## src/rtl/dp_trace_buffer_pkg.sv

```systemverilog
// Shared definitions for the datapath trace buffer: capture FSM encoding
// and the width of one stored trace entry.
package dp_trace_buffer_pkg;

  // Capture sequencing: idle, pre-trigger history, post-trigger fill, complete.
  typedef enum logic [1:0] {
    ST_IDLE = 2'd0,
    ST_PRE  = 2'd1,
    ST_POST = 2'd2,
    ST_DONE = 2'd3
  } trace_state_t;

  localparam int DEF_DATA_W  = 16;
  localparam int DEF_STATE_W = 5;

  // One entry holds {PC, IROut, ALU_Out, current_state}.
  localparam int ENTRY_W = 3 * DEF_DATA_W + DEF_STATE_W;

  // Entry width for a non-default instantiation.
  function automatic int entry_width(input int data_w, input int state_w);
    return 3 * data_w + state_w;
  endfunction

endpackage

```

## src/rtl/dp_trace_buffer_trace_ram.sv

```systemverilog
// Trace storage: one write port and one registered read port. The contents
// are never reset; a read of the word written in the same cycle returns the
// previous contents.
module dp_trace_buffer_trace_ram #(
  parameter int WIDTH = 53,
  parameter int DEPTH = 32,
  parameter int AW    = $clog2(DEPTH)
) (
  input  logic             i_clk,
  input  logic             i_we,
  input  logic [AW-1:0]    i_waddr,
  input  logic [WIDTH-1:0] i_wdata,
  input  logic [AW-1:0]    i_raddr,
  output logic [WIDTH-1:0] o_rdata
);

  logic [WIDTH-1:0] r_mem [DEPTH];
  logic [WIDTH-1:0] r_rdata;

  // Write one sample per enabled cycle.
  always_ff @(posedge i_clk) begin
    if (i_we) begin
      r_mem[i_waddr] <= i_wdata;
    end
  end

  // Registered read; old data is returned on a same-address write.
  always_ff @(posedge i_clk) begin
    r_rdata <= r_mem[i_raddr];
  end

  assign o_rdata = r_rdata;

endmodule

```

## src/rtl/dp_trace_buffer.sv

```systemverilog
// Datapath trace buffer: records {PC, IROut, ALU_Out, current_state} into a
// circular history, stops a fixed number of samples after a PC-match or
// forced trigger, and offers a chronological read port (index 0 = oldest).
module dp_trace_buffer
  import dp_trace_buffer_pkg::*;
#(
  parameter int DATA_W      = 16,
  parameter int STATE_W     = 5,
  parameter int DEPTH       = 32,
  parameter int POST_TRIG   = 16,
  parameter int FETCH_STATE = 0
) (
  input  logic                                CLK,
  input  logic                                Reset,
  input  logic                                Arm,
  input  logic                                Mode,
  input  logic                                TrigEn,
  input  logic [DATA_W-1:0]                   TrigPC,
  input  logic                                ForceTrig,
  input  logic [DATA_W-1:0]                   PC,
  input  logic [DATA_W-1:0]                   IROut,
  input  logic [DATA_W-1:0]                   ALU_Out,
  input  logic [STATE_W-1:0]                  current_state,
  input  logic [$clog2(DEPTH)-1:0]            RdAddr,
  output logic [3*DATA_W+STATE_W-1:0]         RdData,
  output logic [$clog2(DEPTH):0]              Count,
  output logic                                Armed,
  output logic                                Triggered,
  output logic                                Done,
  output logic [$clog2(DEPTH)-1:0]            TrigIndex
);

  localparam int AW = $clog2(DEPTH);
  localparam int EW = entry_width(DATA_W, STATE_W);

  localparam logic [AW:0]        DEPTH_L = (AW+1)'(DEPTH);
  localparam logic [AW-1:0]      POST_L  = AW'(POST_TRIG);
  localparam logic [AW-1:0]      ONE_L   = AW'(1);
  localparam logic [STATE_W-1:0] FETCH_L = STATE_W'(FETCH_STATE);

  trace_state_t   r_state;
  logic [AW-1:0]  r_wr_ptr;
  logic [AW-1:0]  r_post_cnt;
  logic [AW-1:0]  r_trig_idx;
  logic [AW:0]    r_count;
  logic           r_rd_valid;

  logic           w_capturing;
  logic           w_sample;
  logic           w_trig_hit;
  logic           w_post_last;
  logic [AW-1:0]  w_post_inc;
  logic [AW:0]    w_count_inc;
  logic [AW-1:0]  w_rd_phys;
  logic [EW-1:0]  w_entry;
  logic [EW-1:0]  w_ram_q;

  // A sample is taken while capturing, gated by instruction mode; the Arm
  // cycle itself never samples because Arm restarts the capture.
  assign w_capturing = (r_state == ST_PRE) || (r_state == ST_POST);
  assign w_sample    = w_capturing && !Arm && (!Mode || (current_state == FETCH_L));
  assign w_trig_hit  = ForceTrig || (TrigEn && (PC == TrigPC));

  assign w_count_inc = (r_count == DEPTH_L) ? r_count : r_count + 1'b1;
  assign w_post_inc  = r_post_cnt + ONE_L;
  assign w_post_last = (w_post_inc == POST_L);

  assign w_entry = {PC, IROut, ALU_Out, current_state};

  // Oldest valid entry sits Count slots behind the write pointer; when full
  // the low bits of Count are zero so the oldest is at the write pointer.
  assign w_rd_phys = r_wr_ptr - r_count[AW-1:0] + RdAddr;

  // Capture sequencing, write pointer, fill count and trigger position.
  always_ff @(posedge CLK or posedge Reset) begin
    if (Reset) begin
      r_state    <= ST_IDLE;
      r_wr_ptr   <= '0;
      r_post_cnt <= '0;
      r_count    <= '0;
      r_trig_idx <= '0;
    end else if (Arm) begin
      r_state    <= ST_PRE;
      r_wr_ptr   <= '0;
      r_post_cnt <= '0;
      r_count    <= '0;
      r_trig_idx <= '0;
    end else begin
      if (w_sample) begin
        r_wr_ptr <= r_wr_ptr + ONE_L;
        r_count  <= w_count_inc;
      end
      case (r_state)
        ST_PRE: begin
          if (w_sample && w_trig_hit) begin
            r_state    <= ST_POST;
            r_post_cnt <= '0;
          end
        end
        ST_POST: begin
          if (w_sample) begin
            r_post_cnt <= w_post_inc;
            if (w_post_last) begin
              r_state    <= ST_DONE;
              // Trigger sample is POST_TRIG entries before the newest one.
              r_trig_idx <= w_count_inc[AW-1:0] - ONE_L - POST_L;
            end
          end
        end
        default: ;
      endcase
    end
  end

  // Remember whether the requested index held a valid entry so that the
  // registered RAM output can be masked to zero otherwise.
  always_ff @(posedge CLK or posedge Reset) begin
    if (Reset) begin
      r_rd_valid <= 1'b0;
    end else begin
      r_rd_valid <= ({1'b0, RdAddr} < r_count);
    end
  end

  dp_trace_buffer_trace_ram #(
    .WIDTH (EW),
    .DEPTH (DEPTH),
    .AW    (AW)
  ) trace_ram (
    .i_clk   (CLK),
    .i_we    (w_sample),
    .i_waddr (r_wr_ptr),
    .i_wdata (w_entry),
    .i_raddr (w_rd_phys),
    .o_rdata (w_ram_q)
  );

  assign RdData    = r_rd_valid ? w_ram_q : '0;
  assign Count     = r_count;
  assign Armed     = (r_state == ST_PRE) || (r_state == ST_POST);
  assign Triggered = (r_state == ST_POST) || (r_state == ST_DONE);
  assign Done      = (r_state == ST_DONE);
  assign TrigIndex = r_trig_idx;

endmodule

```

## config.mk

```make
export PLATFORM = sky130hd
export DESIGN_NAME = dp_trace_buffer
export DESIGN_NICKNAME = d
export VERILOG_FILES = /design/src/rtl/dp_trace_buffer_pkg.sv /design/src/rtl/dp_trace_buffer_trace_ram.sv /design/src/rtl/dp_trace_buffer.sv
export SDC_FILE = /design/constraint.sdc
export NUM_CORES = 1
export LEC_CHECK = 0
export CAP_MARGIN = 20
export CORE_ASPECT_RATIO = 1.25
export CORE_MARGIN = 2
export CORE_UTILIZATION = 35
export DETAILED_ROUTE_END_ITERATION = 7
export GPL_TIMING_DRIVEN = 0
export PLACE_DENSITY_LB_ADDON = 0.2
export SLEW_MARGIN = 30
export SYNTH_ARGS = -nofsm -noshare
export SYNTH_HDL_FRONTEND = slang
export SYNTH_SLANG_ARGS = --single-unit
```

## constraint.sdc

```tcl
create_clock -name CLK -period 4.5 [get_ports CLK]
set_input_delay 1.35 -clock CLK [delete_from_list [all_inputs] [get_ports CLK]]
set_output_delay 1.35 -clock CLK [all_outputs]
set_load 0.005 [all_outputs]
```

Word-level counts from Yosys, hierarchy flattened
Memories as Yosys holds them, arrays and structs flattened. A register that Yosys moved wholly into a read port is not among the register bits.
Index checks and enable logic that the tools add are counted.
- flip-flop bits (word level): 24
- memory bits (writable): 1696
- input port bits: 80
- output and inout bits: 67
- logic and storage cells: 66
- memories: 1
- memories (memory ; words ; width ; rd ports ; clocked after Yosys merged registers in ; write ports ; RTL line ; text):
    trace_ram.r_mem ; 32 ; 53 ; 1 ; 1 ; 1 ; dp_trace_buffer_trace_ram.sv:17 ; logic [WIDTH-1:0] r_mem [DEPTH];
- add/sub/neg operators: 7
- $lt $le $gt $ge: 1
- equality and inequality tests: 10
- multiplexer cells: 21
- reductions and logical operators: 19
- operators with widths (operator ; number):
    2-to-1 mux 53 bit ; 1
    2-to-1 mux 5 bit ; 9
    2-to-1 mux 6 bit ; 3
    == test 16 bit ; 1
    adder 5 x 1 -> 5 bit, second input constant ; 2
    one-hot mux 5 bit (2 select lines) ; 1
    2-to-1 mux 2 bit ; 4
    adder 6 x 1 -> 6 bit, second input constant ; 1
    == test 6 bit, second input constant ; 1
    < comparator 5 x 6 -> 1 bit ; 1
    inequality test 3 bit, second input constant ; 2
    AND reduction 3 bit ; 2
    nonzero test 2 bit ; 3
    adder 5 bit ; 1
    == test 5 bit, second input constant ; 1
    zero test 5 bit ; 1
    subtractor 5 x 1 -> 5 bit, second input constant ; 1
    subtractor 5 bit ; 1
    subtractor 5 bit, second input constant ; 1
    == test 2 bit, second input constant ; 2
    logical AND 1 bit ; 4
    logical OR 1 bit ; 4
    one-hot mux 2 bit (2 select lines) ; 1
    AND reduction 4 bit ; 1
    other kinds (7) ; 9

Depth between registers and ports, before layout
- word-level depth: 8
- gate-level depth with buffers: 14
- mapped depth without buffers: 12

By module
Synthesis repeated with hierarchy kept, for this count alone.
- cell total of the unflattened synthesis: 3982
- area total of the unflattened synthesis: 69062.5 µm²
- modules (own cells, without submodules) (module ; times used ; cells an instance ; area an instance (µm²) ; sequential area each (µm²)):
    dp_trace_buffer_trace_ram ; 1 ; 3711 ; 66751.5 ; 51989.9
    dp_trace_buffer ; 1 ; 271 ; 2311.0 ; 600.6

Worst setup path before layout
OpenSTA, ideal clock, no wires.
- kind: in2reg
- start: input current_state[1]
- end: memory trace_ram.r_mem[21][0] (enable)
- library setup time: 464 ps
- arrival: 4385 ps
- required time: 4036 ps
- setup slack: -349 ps
- stages on the path: 5
- buffers on the path: 0
- cell sequence: nor3_1 a21oi_1 nor2_1 nand2_1 nor2_1
- longest elaborated chain between the ends: 5
- RTL lines (what ; RTL line ; text):
    from (decl) ; dp_trace_buffer.sv:23 ; input logic [STATE_W-1:0] current_state,
    zero test 5 bit ; dp_trace_buffer.sv:61 ; assign w_sample = w_capturing && !Arm && (!Mode || (current_state == FETCH_L));
    logical OR 1 bit ; dp_trace_buffer.sv:61 ;
    logical AND 1 bit ; dp_trace_buffer.sv:61 ;
    2-to-1 mux 1 bit ; dp_trace_buffer_trace_ram.sv:22 ; if (i_we) begin
    2-to-1 mux 1 bit (not written as such) ; dp_trace_buffer_trace_ram.sv:23 ; r_mem[i_waddr] <= i_wdata;
    to (decl) ; dp_trace_buffer_trace_ram.sv:17 ;
No other way between the ends.

Worst setup path after layout
- start: input RdAddr[1]
- end: register trace_ram.r_rdata[41] (netlist: trace_ram.o_rdata[41]), read port of trace_ram.r_mem
- longest elaborated chain between the ends: 1
- RTL lines (what ; RTL line ; text):
    from (decl) ; dp_trace_buffer.sv:24 ; input logic [$clog2(DEPTH)-1:0] RdAddr,
    adder 5 bit ; dp_trace_buffer.sv:72 ; assign w_rd_phys = r_wr_ptr - r_count[AW-1:0] + RdAddr;
    to (decl) ; dp_trace_buffer_trace_ram.sv:18 ; logic [WIDTH-1:0] r_rdata;
No other way between the ends.
A chain may end at the register's enable or synchronous reset.

==> out/qor.csv <==
stage,metric,value,unit
logic_synthesis,most numerous cell in the Yosys netlist,edfxtp_1,
logic_synthesis,top-area cell type share of the netlist area,75.3,%
critical_path,CP max stage cell,mux4_2,
logic_synthesis,Synth top cells by count,"edfxtp_1 (1696), mux4_2 (530), clkbuf_1 (79), and2_1 (54)",
cts,deepest clock path buffer count,3,
routing,Vias,30830,
floorplan,Die Y,495,um
cts,clock-pin slew on the worst setup and hold paths,70,ps
routing,Final ANT Viol Nets,0,
timing,final worst path period share,99.4,%
placement,DP Area,76000,um2
floorplan,area of the core,192000,um2
timing,Max Clock Freq,0.224,GHz
routing,first-pass detailed-route iteration total,5,
power,Max VDD drop,0.469,mV
placement,Placed Cells,5609,
critical_path,WS Path Type,in2reg,
flow_run,max cap viols,0,
routing,DRC violations left,0,
global_route,initial antenna violation count,8,
worst_hold_path,Min-Delay Path Class,reg2reg,
critical_path,startpoint types,input pin,
power,Leakage,0.0257,uW
finish,post-route design area,81600,um2
logic_synthesis,Post-synth top flop,edfxtp_1,
global_route,GRT overflow,0,
critical_path,flop-to-flop setup slack,230,ps
routing,WL/cell,29.8,um
finish,Area Growth Syn to Fin,20.6,%
timing,Final min period,4470,ps
global_route,global-route wire length before repair,249000,um
cts,CTS tree,done,
floorplan,floorplan row count,180,
critical_path,CP Capture Type,register,
logic_synthesis,largest area contributor in the synthesized netlist,edfxtp_1,
power,power per cell area,723,nW/um2
critical_path,ordered list of cells on the worst path,clkdlybuf4s50_1 -> inv_1 -> fa_1 -> fa_1 -> clkbuf_2 -> buf_12 -> clkbuf_8 -> clkbuf_4 -> mux4_2 -> mux4_2 -> mux2_2,
timing,RSZ-0062 raised after global routing,false,
global_route,largest net degree at the start of global routing,34,
finish,Layout Nets,3355,
floorplan,Die X,397,um
logic_synthesis,yosys warns,0,
logic_synthesis,synthesized cell area,67600,um2
logic_synthesis,Post-Syn Area per Cell,24.3,um2
global_route,vias in the first global route,32744,
cts,clk_lat worst skew,810,ps
cts,cts bufs inserted,171,
finish,Layout Cells excl Fill,5941,
logic_synthesis,Post-Syn Nets,2883,
placement,hpwl dp,119000,um
critical_path,Critical Path RT,5190,ps
logic_synthesis,Synth area leaders,"edfxtp_1 (75%), mux4_2 (18%), dfxtp_1 (1.6%)",
logic_synthesis,Async SR Flop Fraction,1.35,%
critical_path,CP max stage delay,540,ps
placement,number of port buffers,145,
status,status,finished clean,
logic_synthesis,Gate Count Post-Synth,2779,
routing,vias per cell,5.19,
logic_synthesis,post-synthesis sequential area ratio,77.8,%
finish,layout cells sized above 1,34.4,%
cts,CTS root buf,clkbuf_16,
global_route,total global-route track usage,18.1,%
timing,Final Skew,35.8,ps
timing,worst rel slew slack,30.8,%
floorplan,die footprint,197000,um2
floorplan,I/O pin count,147,
routing,Post-Route WL,177000,um
logic_synthesis,Yosys reg bits,1773,
timing,worst slew pin tran,1040,ps
cts,H-tree depth,4,
timing,"Hold Violations, Final",0,
routing,drt initial violations,2701,
critical_path,Worst EP arrival,5160,ps
logic_synthesis,Yosys cell types,46,
cts,CTS sink cnt,1773,
timing,Max Slew Vio Count,0,
logic_synthesis,"EDFF count, synth",1696,
timing,Setup Viol. Count Final,0,
critical_path,CP Max Fanout,10,
floorplan,Initial Util,35.2,%
power,Total Power,59000,uW
placement,Placer Congestion,0.713,
## cell usage in the layout, fill, tap and decap left out, drive strengths merged, types with 5 or more instances in the layout
cell / netlist / routed
edfxtp: 1696 / 1696
mux4: 530 / 530
clkbuf: 79 / 306
buf: 53 / 264
clkdlybuf4s50: 0 / 92
clkinv: 2 / 69
and2: 54 / 54
mux2: 53 / 53
dfxtp: 53 / 53
nor2: 49 / 49
inv: 28 / 34
dfrtp: 24 / 24
ha: 20 / 20
nand2: 18 / 18
xor2: 18 / 18
xnor2: 15 / 15
a21oi: 13 / 13
nand3: 12 / 12
bufinv: 0 / 7
o21ai: 7 / 7
a21o: 6 / 6
nor3: 5 / 5
o31ai: 5 / 5
## through the flow
stage	TNS [ps]	setup slack [ps]	utilization, %	hold slack [ps]
4_1_cts	0	3.85	42.5	486
3_5_place_dp	-1194310	-1690	39.5	470
6_report	0	28.6	42.5	484
5_1_grt	0	2.16	42.5	518
3_3_place_gp	-9567630	-6130	37.6	472
2_1_floorplan	-531150	-349	-	473
## worst max-delay path: cells and delay by family
kind / cells / cell delay, ps
fa+ha+maj: 2 / 1010
buf+inv: 6 / 1540
mux: 3 / 1200
## per-layer routing
metal	track usage, %	part of all wire (%)	vias up
met5	0	0.0073	-
met4	4.37	2.1	2
met3	3.18	4.8	204
met2	32.1	53	782
met1	23.1	40	16985
li1	-	-	12857
## sequential cells by signal, indices dropped and copies added, names as in the netlist
register / cells
r_wr_ptr: 5
Count: 6
TrigIndex: 5
r_state: 2
r_post_cnt: 5
trace_ram.o_rdata: 53
r_rd_valid: 1
trace_ram.r_mem: 1696
## final timing paths
path,start,to,cells past startpoint
worst min register to register,TrigIndex[3]$_DFFE_PP0P_,TrigIndex[3]$_DFFE_PP0P_,2
worst max register to register,r_wr_ptr[0]$_DFFE_PP0P_,trace_ram.o_rdata[51]$_DFF_P_,10
worst min-delay path,TrigIndex[3]$_DFFE_PP0P_,TrigIndex[3]$_DFFE_PP0P_,2
worst max-delay path,RdAddr[1],trace_ram.o_rdata[41]$_DFF_P_,11
max in group asynchronous,Reset,r_rd_valid$_DFF_PP0_,2
min in group asynchronous,Reset,TrigIndex[4]$_DFFE_PP0P_,2
## cell families after synthesis
kind of cell | Yosys count | share of synthesized area (%)
AND/OR/NAND/NOR | 165 | 1.27
buffers and inverters | 162 | 1.05
adder cells (fa/ha/maj) | 24 | 0.489
XOR/XNOR | 33 | 0.494
multiplexers | 583 | 18.5
flip-flops | 1773 | 77.8
AO/OA/AOI/OAI | 39 | 0.376
## power breakdown
part	leakage [uW]	switching, uW	internal (uW)
clock	0.00257	6120	7660
combinational	0.00709	13500	12800
sequential	0.0160	140	18700
## layout make-up
type | instances | area (um2)
fill | 16378 | 111000
sequential | 1773 | 52600
multi-input combinational | 844 | 14600
timing repair buffer | 299 | 4900
clock buffer | 231 | 4650
tap | 2548 | 3190
buffer | 132 | 910
clock inverter | 82 | 631
inverter | 30 | 113
antenna | 2 | 5.00
## timing repair
action,4_1_cts,5_1_grt
hold endpoints to repair,0,0
resized for setup,104,19
pin swaps,9,0
hold buffers,0,0
setup buffers,17,0
setup endpoints to repair,232,35
Note: power is estimated with default switching activity, not from simulation.
